<file path="src/rtl/mult_div_pkg.sv">
// mult_div_pkg: shared definitions for the iterative multiply/divide unit.
//   MD_WIDTH          default operand width (iteration count equals width)
//   OP_MULT / OP_DIV  operation codes
//   ST_* / state_e    FSM state encoding
package mult_div_pkg;

    localparam int unsigned MD_WIDTH = 32;

    localparam logic OP_MULT = 1'b0;
    localparam logic OP_DIV  = 1'b1;

    localparam logic [2:0] ST_IDLE = 3'd0;
    localparam logic [2:0] ST_MULT = 3'd1;
    localparam logic [2:0] ST_DIV  = 3'd2;
    localparam logic [2:0] ST_FIN  = 3'd3;
    localparam logic [2:0] ST_ERR  = 3'd4;

    typedef enum logic [2:0] {
        StIdle = ST_IDLE,
        StMult = ST_MULT,
        StDiv  = ST_DIV,
        StFin  = ST_FIN,
        StErr  = ST_ERR
    } state_e;

endpackage

</file>
<file path="src/rtl/mult_div_div_step.sv">
// mult_div_div_step: one combinational restoring-division iteration on magnitudes.
// Ports:
//   rem_quo       in   2*WIDTH+1  {remainder (WIDTH+1), quotient/dividend shift reg (WIDTH)}
//   divisor       in   WIDTH+1    divisor magnitude
//   rem_quo_next  out  2*WIDTH+1  state after one shift/trial-subtract step
module mult_div_div_step #(
    parameter int unsigned WIDTH = 32
) (
    input  logic [2*WIDTH:0] rem_quo,
    input  logic [WIDTH:0]   divisor,
    output logic [2*WIDTH:0] rem_quo_next
);

    logic [WIDTH:0]   rem;
    logic [WIDTH-1:0] quo;
    logic [WIDTH+1:0] shifted;
    logic [WIDTH+1:0] trial;
    logic             fits;

    assign rem = rem_quo[2*WIDTH:WIDTH];
    assign quo = rem_quo[WIDTH-1:0];

    // Shift the next dividend bit into the remainder; one spare bit keeps the trial sign exact.
    assign shifted = {rem, quo[WIDTH-1]};
    assign trial   = shifted - {1'b0, divisor};
    assign fits    = ~trial[WIDTH+1];

    always_comb begin
        rem_quo_next = {shifted[WIDTH:0], quo[WIDTH-2:0], 1'b0};
        if (fits) begin
            rem_quo_next = {trial[WIDTH:0], quo[WIDTH-2:0], 1'b1};
        end
    end

endmodule

</file>
<file path="src/rtl/mult_div.sv">
// mult_div: iterative signed multiply/divide unit feeding the HI/LO registers.
// Ports:
//   clock       in   1      system clock, rising edge
//   reset       in   1      asynchronous active-low reset
//   start_mult  in   1      pulse: begin signed a*b (wins over start_div)
//   start_div   in   1      pulse: begin signed a/b
//   a, b        in   WIDTH  operands, latched when leaving idle
//   busy        out  1      operation in progress, through the done/div0 cycle
//   done        out  1      pulse: hi/lo hold the new result
//   div0        out  1      pulse: divisor was zero, hi/lo untouched
//   hi, lo      out  WIDTH  mult: product high/low; div: remainder/quotient
module mult_div
    import mult_div_pkg::*;
#(
    parameter int unsigned WIDTH = MD_WIDTH
) (
    input  logic             clock,
    input  logic             reset,
    input  logic             start_mult,
    input  logic             start_div,
    input  logic [WIDTH-1:0] a,
    input  logic [WIDTH-1:0] b,
    output logic             busy,
    output logic             done,
    output logic             div0,
    output logic [WIDTH-1:0] hi,
    output logic [WIDTH-1:0] lo
);

    localparam int unsigned AccW     = 2 * WIDTH + 1;
    localparam logic [5:0]  LastStep = 6'(WIDTH - 1);

    state_e            state_q, state_d;
    logic [5:0]        cnt_q, cnt_d;
    logic [AccW-1:0]   acc_q, acc_d;
    // Mult: sign-extended multiplicand. Div: divisor magnitude (0x80000000 needs the extra bit).
    logic [WIDTH:0]    opb_q, opb_d;
    logic              a_neg_q, a_neg_d;
    logic              b_neg_q, b_neg_d;
    logic [WIDTH-1:0]  hi_q, hi_d;
    logic [WIDTH-1:0]  lo_q, lo_d;

    logic [WIDTH:0]    booth_upper;
    logic [WIDTH:0]    booth_sum;
    logic [AccW-1:0]   booth_next;
    logic [AccW-1:0]   div_next;
    logic [WIDTH-1:0]  a_mag;
    logic [WIDTH:0]    b_mag;
    logic [WIDTH-1:0]  quo_mag;
    logic [WIDTH-1:0]  rem_mag;
    logic              last_step;

    assign last_step = (cnt_q == LastStep);

    // Booth step: accumulator is {upper(WIDTH), multiplier(WIDTH), q_-1}. The add is done one bit
    // wider so the arithmetic shift keeps the true sign even for a multiplicand of -2^(WIDTH-1).
    assign booth_upper = {acc_q[AccW-1], acc_q[AccW-1 -: WIDTH]};

    always_comb begin
        booth_sum = booth_upper;
        unique case (acc_q[1:0])
            2'b01:   booth_sum = booth_upper + opb_q;
            2'b10:   booth_sum = booth_upper - opb_q;
            default: booth_sum = booth_upper;
        endcase
    end

    assign booth_next = {booth_sum, acc_q[WIDTH:1]};

    mult_div_div_step #(
        .WIDTH (WIDTH)
    ) u_div_step (
        .rem_quo      (acc_q),
        .divisor      (opb_q),
        .rem_quo_next (div_next)
    );

    assign a_mag   = a[WIDTH-1] ? (~a + 1'b1) : a;
    assign b_mag   = b[WIDTH-1] ? ({1'b0, ~b} + 1'b1) : {1'b0, b};
    assign quo_mag = div_next[WIDTH-1:0];
    assign rem_mag = div_next[2*WIDTH-1:WIDTH];

    // Results are written on the final step edge so hi/lo are already valid during the done cycle.
    always_comb begin
        state_d = state_q;
        cnt_d   = cnt_q;
        acc_d   = acc_q;
        opb_d   = opb_q;
        a_neg_d = a_neg_q;
        b_neg_d = b_neg_q;
        hi_d    = hi_q;
        lo_d    = lo_q;

        unique case (state_q)
            StIdle: begin
                cnt_d = '0;
                if (start_mult) begin
                    state_d = StMult;
                    acc_d   = {{WIDTH{1'b0}}, b, 1'b0};
                    opb_d   = {a[WIDTH-1], a};
                end else if (start_div) begin
                    state_d = (b == '0) ? StErr : StDiv;
                    a_neg_d = a[WIDTH-1];
                    b_neg_d = b[WIDTH-1];
                    acc_d   = {{(WIDTH + 1){1'b0}}, a_mag};
                    opb_d   = b_mag;
                end
            end
            StMult: begin
                acc_d = booth_next;
                cnt_d = cnt_q + 6'd1;
                if (last_step) begin
                    state_d = StFin;
                    cnt_d   = '0;
                    hi_d    = booth_next[AccW-1 -: WIDTH];
                    lo_d    = booth_next[WIDTH:1];
                end
            end
            StDiv: begin
                acc_d = div_next;
                cnt_d = cnt_q + 6'd1;
                if (last_step) begin
                    state_d = StFin;
                    cnt_d   = '0;
                    // Quotient truncates toward zero; remainder follows the dividend's sign.
                    lo_d    = (a_neg_q ^ b_neg_q) ? (~quo_mag + 1'b1) : quo_mag;
                    hi_d    = a_neg_q ? (~rem_mag + 1'b1) : rem_mag;
                end
            end
            StFin:   state_d = StIdle;
            StErr:   state_d = StIdle;
            default: state_d = StIdle;
        endcase
    end

    always_ff @(posedge clock or negedge reset) begin
        if (!reset) begin
            state_q <= StIdle;
            cnt_q   <= '0;
            acc_q   <= '0;
            opb_q   <= '0;
            a_neg_q <= 1'b0;
            b_neg_q <= 1'b0;
            hi_q    <= '0;
            lo_q    <= '0;
        end else begin
            state_q <= state_d;
            cnt_q   <= cnt_d;
            acc_q   <= acc_d;
            opb_q   <= opb_d;
            a_neg_q <= a_neg_d;
            b_neg_q <= b_neg_d;
            hi_q    <= hi_d;
            lo_q    <= lo_d;
        end
    end

    assign busy = (state_q != StIdle);
    assign done = (state_q == StFin);
    assign div0 = (state_q == StErr);
    assign hi   = hi_q;
    assign lo   = lo_q;

endmodule

</file>
<file path="config.mk">
export PLATFORM = sky130hd
export DESIGN_NAME = mult_div
export DESIGN_NICKNAME = d
export VERILOG_FILES = /design/src/rtl/mult_div_pkg.sv /design/src/rtl/mult_div_div_step.sv /design/src/rtl/mult_div.sv
export SDC_FILE = /design/constraint.sdc
export NUM_CORES = 1
export LEC_CHECK = 0
export CAP_MARGIN = 20
export CELL_PAD_IN_SITES_DETAIL_PLACEMENT = 1
export CELL_PAD_IN_SITES_GLOBAL_PLACEMENT = 1
export CORE_MARGIN = 10
export CORE_UTILIZATION = 48
export CTS_CLUSTER_SIZE = 24
export DETAILED_ROUTE_END_ITERATION = 12
export GPL_TIMING_DRIVEN = 0
export HOLD_SLACK_MARGIN = 0.1
export PLACE_DENSITY = 0.95
export SYNTH_ARGS = -nofsm -noshare
export SYNTH_HDL_FRONTEND = slang
export SYNTH_SLANG_ARGS = --single-unit
</file>
<file path="constraint.sdc">
create_clock -name clock -period 12.9 [get_ports clock]
set_clock_uncertainty 0.2 [all_clocks]
set_input_delay 2.58 -clock clock [delete_from_list [all_inputs] [get_ports clock]]
set_output_delay 2.58 -clock clock [all_outputs]
set_load 0.02 [all_outputs]
</file>
==> flow_metrics.py <==
metrics = {
    "status": {
        "outcome": "complete, no violations",
    },
    "global_route": {
        "grt_start_max_net_pins": 121,
        "grt_first_pass_wirelength_um": 117000,
        "grt_use_total_pct": 36.4,
        "grt_pass1_vias": 19600,
        "overflow": 0,
        "antenna_found_initial": 1,
    },
    "finish": {
        "fin_cells": 2760,
        "num_antenna_cells": 0,
        "fillers": 4260,
        "mostFrequentLayoutCells": "nand2_1, a21oi_1, o21ai_0, nor2_1, dfrtp_1",
        "layout-drive-gt1-share_pct": 3.55,
        "final_common_cell": "nand2_1",
        "areaGrowthSynthToFinish_pct": 15.7,
        "finalInstanceArea_um2": 18700,
        "nets": 2442,
    },
    "detailed_routing": {
        "antenna_left": 0,
        "firstDrtPassIters": 6,
        "first_iter_violations": 2289,
        "wl_per_cell_um": 28.2,
        "drt_wl_total_um": 78000,
        "remaining_drc_errors": 0,
        "viasPerCell": 6.93,
        "dr_total_vias": 19100,
    },
    "logic_synthesis": {
        "synth_nets": 2289,
        "ys_warn_count": 0,
        "avgSynthCellArea_um2": 7.53,
        "ys_async_sr_fraction_pct": 100,
        "synth-main-ff-cell": "dfrtp_1",
        "syn_area_um2": 16200,
        "synth-seq-cells": 173,
        "ys_seq_area_share_pct": 26.8,
        "synth-edff-count": 0,
        "synth_cells": 2146,
        "synthDistinctLibCells": 81,
    },
    "placed_design": {
        "numPortBuffers": 133,
        "placed_cells": 2728,
        "dpl_cell_area_um2": 18100,
        "place_hpwl_um": 59300,
        "gp_congestion": 1.06,
    },
    "clock_network": {
        "htree_levels": 4,
        "cts_resized": 0,
        "cts_tree": "built",
        "insertion_delay_ps": 470,
        "cts.sinks": 173,
        "cts_setup_buffers": 0,
        "cts_root_buffer": "clkbuf_16",
        "clkTransAtPathRegs_ps": 80,
        "cts_buffers": 17,
        "postCtsHoldBufs": 0,
        "clock_path_buffers": 2,
    },
    "setup_path": {
        "critPathMostFrequentCell": "a21oi_1",
        "endpoint_kind": "register",
        "timing_worst_setup_path_type": "reg2reg",
        "arrival_ps": 9030,
        "r2r_cells": 22,
        "required_ps": 13010,
        "critPathMaxStageDelay_ps": 1060,
        "critPathMaxFanout": 10,
        "crit_chain": "ha_1 -> nor2b_1 -> o2111ai_1 -> a21oi_1 -> o211ai_1 -> a21oi_1 -> o21a_1 -> nor2_2 -> inv_2 -> buf_2 -> buf_1 -> buf_1 -> ha_1 -> nand2_1 -> nor3_1 -> nand2_1 -> nor4_1 -> a21oi_1 -> xnor2_1 -> nor2_1 -> a21oi_1 -> o21ai_0",
        "start_kind": "register",
        "critPathSlowestCell": "nor4_1",
    },
    "timing": {
        "hold_viol": 0,
        "fin_crit_sh_pct": 69.1,
        "slew_viol_final": 0,
        "tns_ps": 0,
        "finalCriticalPeriod_ps": 8910,
        "tightestPinTransition_ps": 1200,
        "slew_headroom_pct": 19.3,
        "max_freq_mhz": 112,
        "setup_violations": 0,
        "rsz0062_at_grt": "false",
    },
    "hold_path": {
        "hold_class": "reg2reg",
        "hold_depth": 2,
    },
    "die": {
        "start_util_pct": 48.5,
        "die_w_um": 204,
        "die_area_um2": 41400,
        "die_y_um": 204,
        "rows": 67,
        "core_region_area_um2": 33400,
        "pin_count": 135,
    },
    "job": {
        "drv_cap": 0,
    },
}
## worst paths after layout
path / from / endpoint / slack [ps]
setup / recovery: acc_q[32] / lo[26] / 3990
min in group asynchronous: reset / acc_q[62] / 1810
hold reg to reg: lo[25] / lo[25] / 290
setup reg to reg: acc_q[32] / lo[26] / 3990
hold / removal: lo[25] / lo[25] / 290
max in group asynchronous: reset / opb_q[12] / 9680
## cell families after synthesis
| kind of cell | synth area share [%] |
|---|---|
| buffers and inverters | 5.18 |
| xor gates and xnor gates | 10.1 |
| muxes | 3.88 |
| DFF | 26.8 |
| AOI/OAI and AO/OA | 28.5 |
| and+or+nand+nor | 19.6 |
| adders and majority gates | 5.90 |
## synthesized netlist by cell type, types with 21 or more instances
| cell type | n | area (um^2) |
|---|---|---|
| xnor2_1 | 109 | 955 |
| xor2_1 | 77 | 674 |
| mux2i_1 | 48 | 480 |
| ha_1 | 73 | 913 |
| nand2_1 | 243 | 912 |
| nor2_1 | 223 | 837 |
| or3_1 | 24 | 150 |
| a211oi_1 | 21 | 158 |
| o31ai_1 | 36 | 270 |
| o21ai_0 | 223 | 1120 |
| clkbuf_1 | 113 | 424 |
| nor3_1 | 45 | 225 |
| a21oi_1 | 227 | 1140 |
| dfrtp_1 | 173 | 4330 |
| nand3_1 | 29 | 145 |
| inv_1 | 73 | 274 |
| a221oi_1 | 27 | 236 |
## per-stage QoR
| step | util [%] | hold slack (ps) | worst slack [ps] |
|---|---|---|---|
| 2_1_floorplan | - | 247 | 7060 |
| 3_3_place_gp | 54.1 | 266 | 1910 |
| 3_5_place_dp | 54.2 | 274 | 4900 |
| 4_1_cts | 56.1 | 290 | 4740 |
| 5_1_grt | 56.1 | 321 | 4110 |
| 6_report | 56.1 | 289 | 3990 |
## worst max-delay path, delay by kind of cell (launching register included)
| kind | cells | cell delay (ps) |
|---|---|---|
| and+or+nand+nor | 7 | 2360 |
| AOI/OAI and AO/OA | 8 | 2490 |
| DFF | 1 | 530 |
| buffers and inverters | 4 | 2180 |
| adders and majority gates | 2 | 720 |
| xor gates and xnor gates | 1 | 240 |
## metal layers
layer  wire [um]  GRT usage (%)
met5           0              0
met4        5610           24.6
met3        8470           7.66
met2       34800           57.6
met1       29100           43.9
## state kept, by name (all words and copies together) (netlist names)
signal / cells
opb_q: 33
acc_q: 65
cnt_q: 6
hi: 32
b_neg_q: 1
lo: 32
a_neg_q: 1
state_q: 3
## final cells by class
type	count	area [um^2]	share of cell area [%]
clock inverters	13	185	0.990
repair buffers	134	1360	7.29
multi-input cells	1755	11000	58.8
flip-flops and latches	173	4330	23.1
plain buffers	143	557	2.98
inverters	75	282	1.50
well taps	448	561	3.00
clock buffers	19	433	2.31
Power is left out: the tool's default activity adds up to more than one toggle a clock period on the data nets, which glitch-free logic cannot reach.
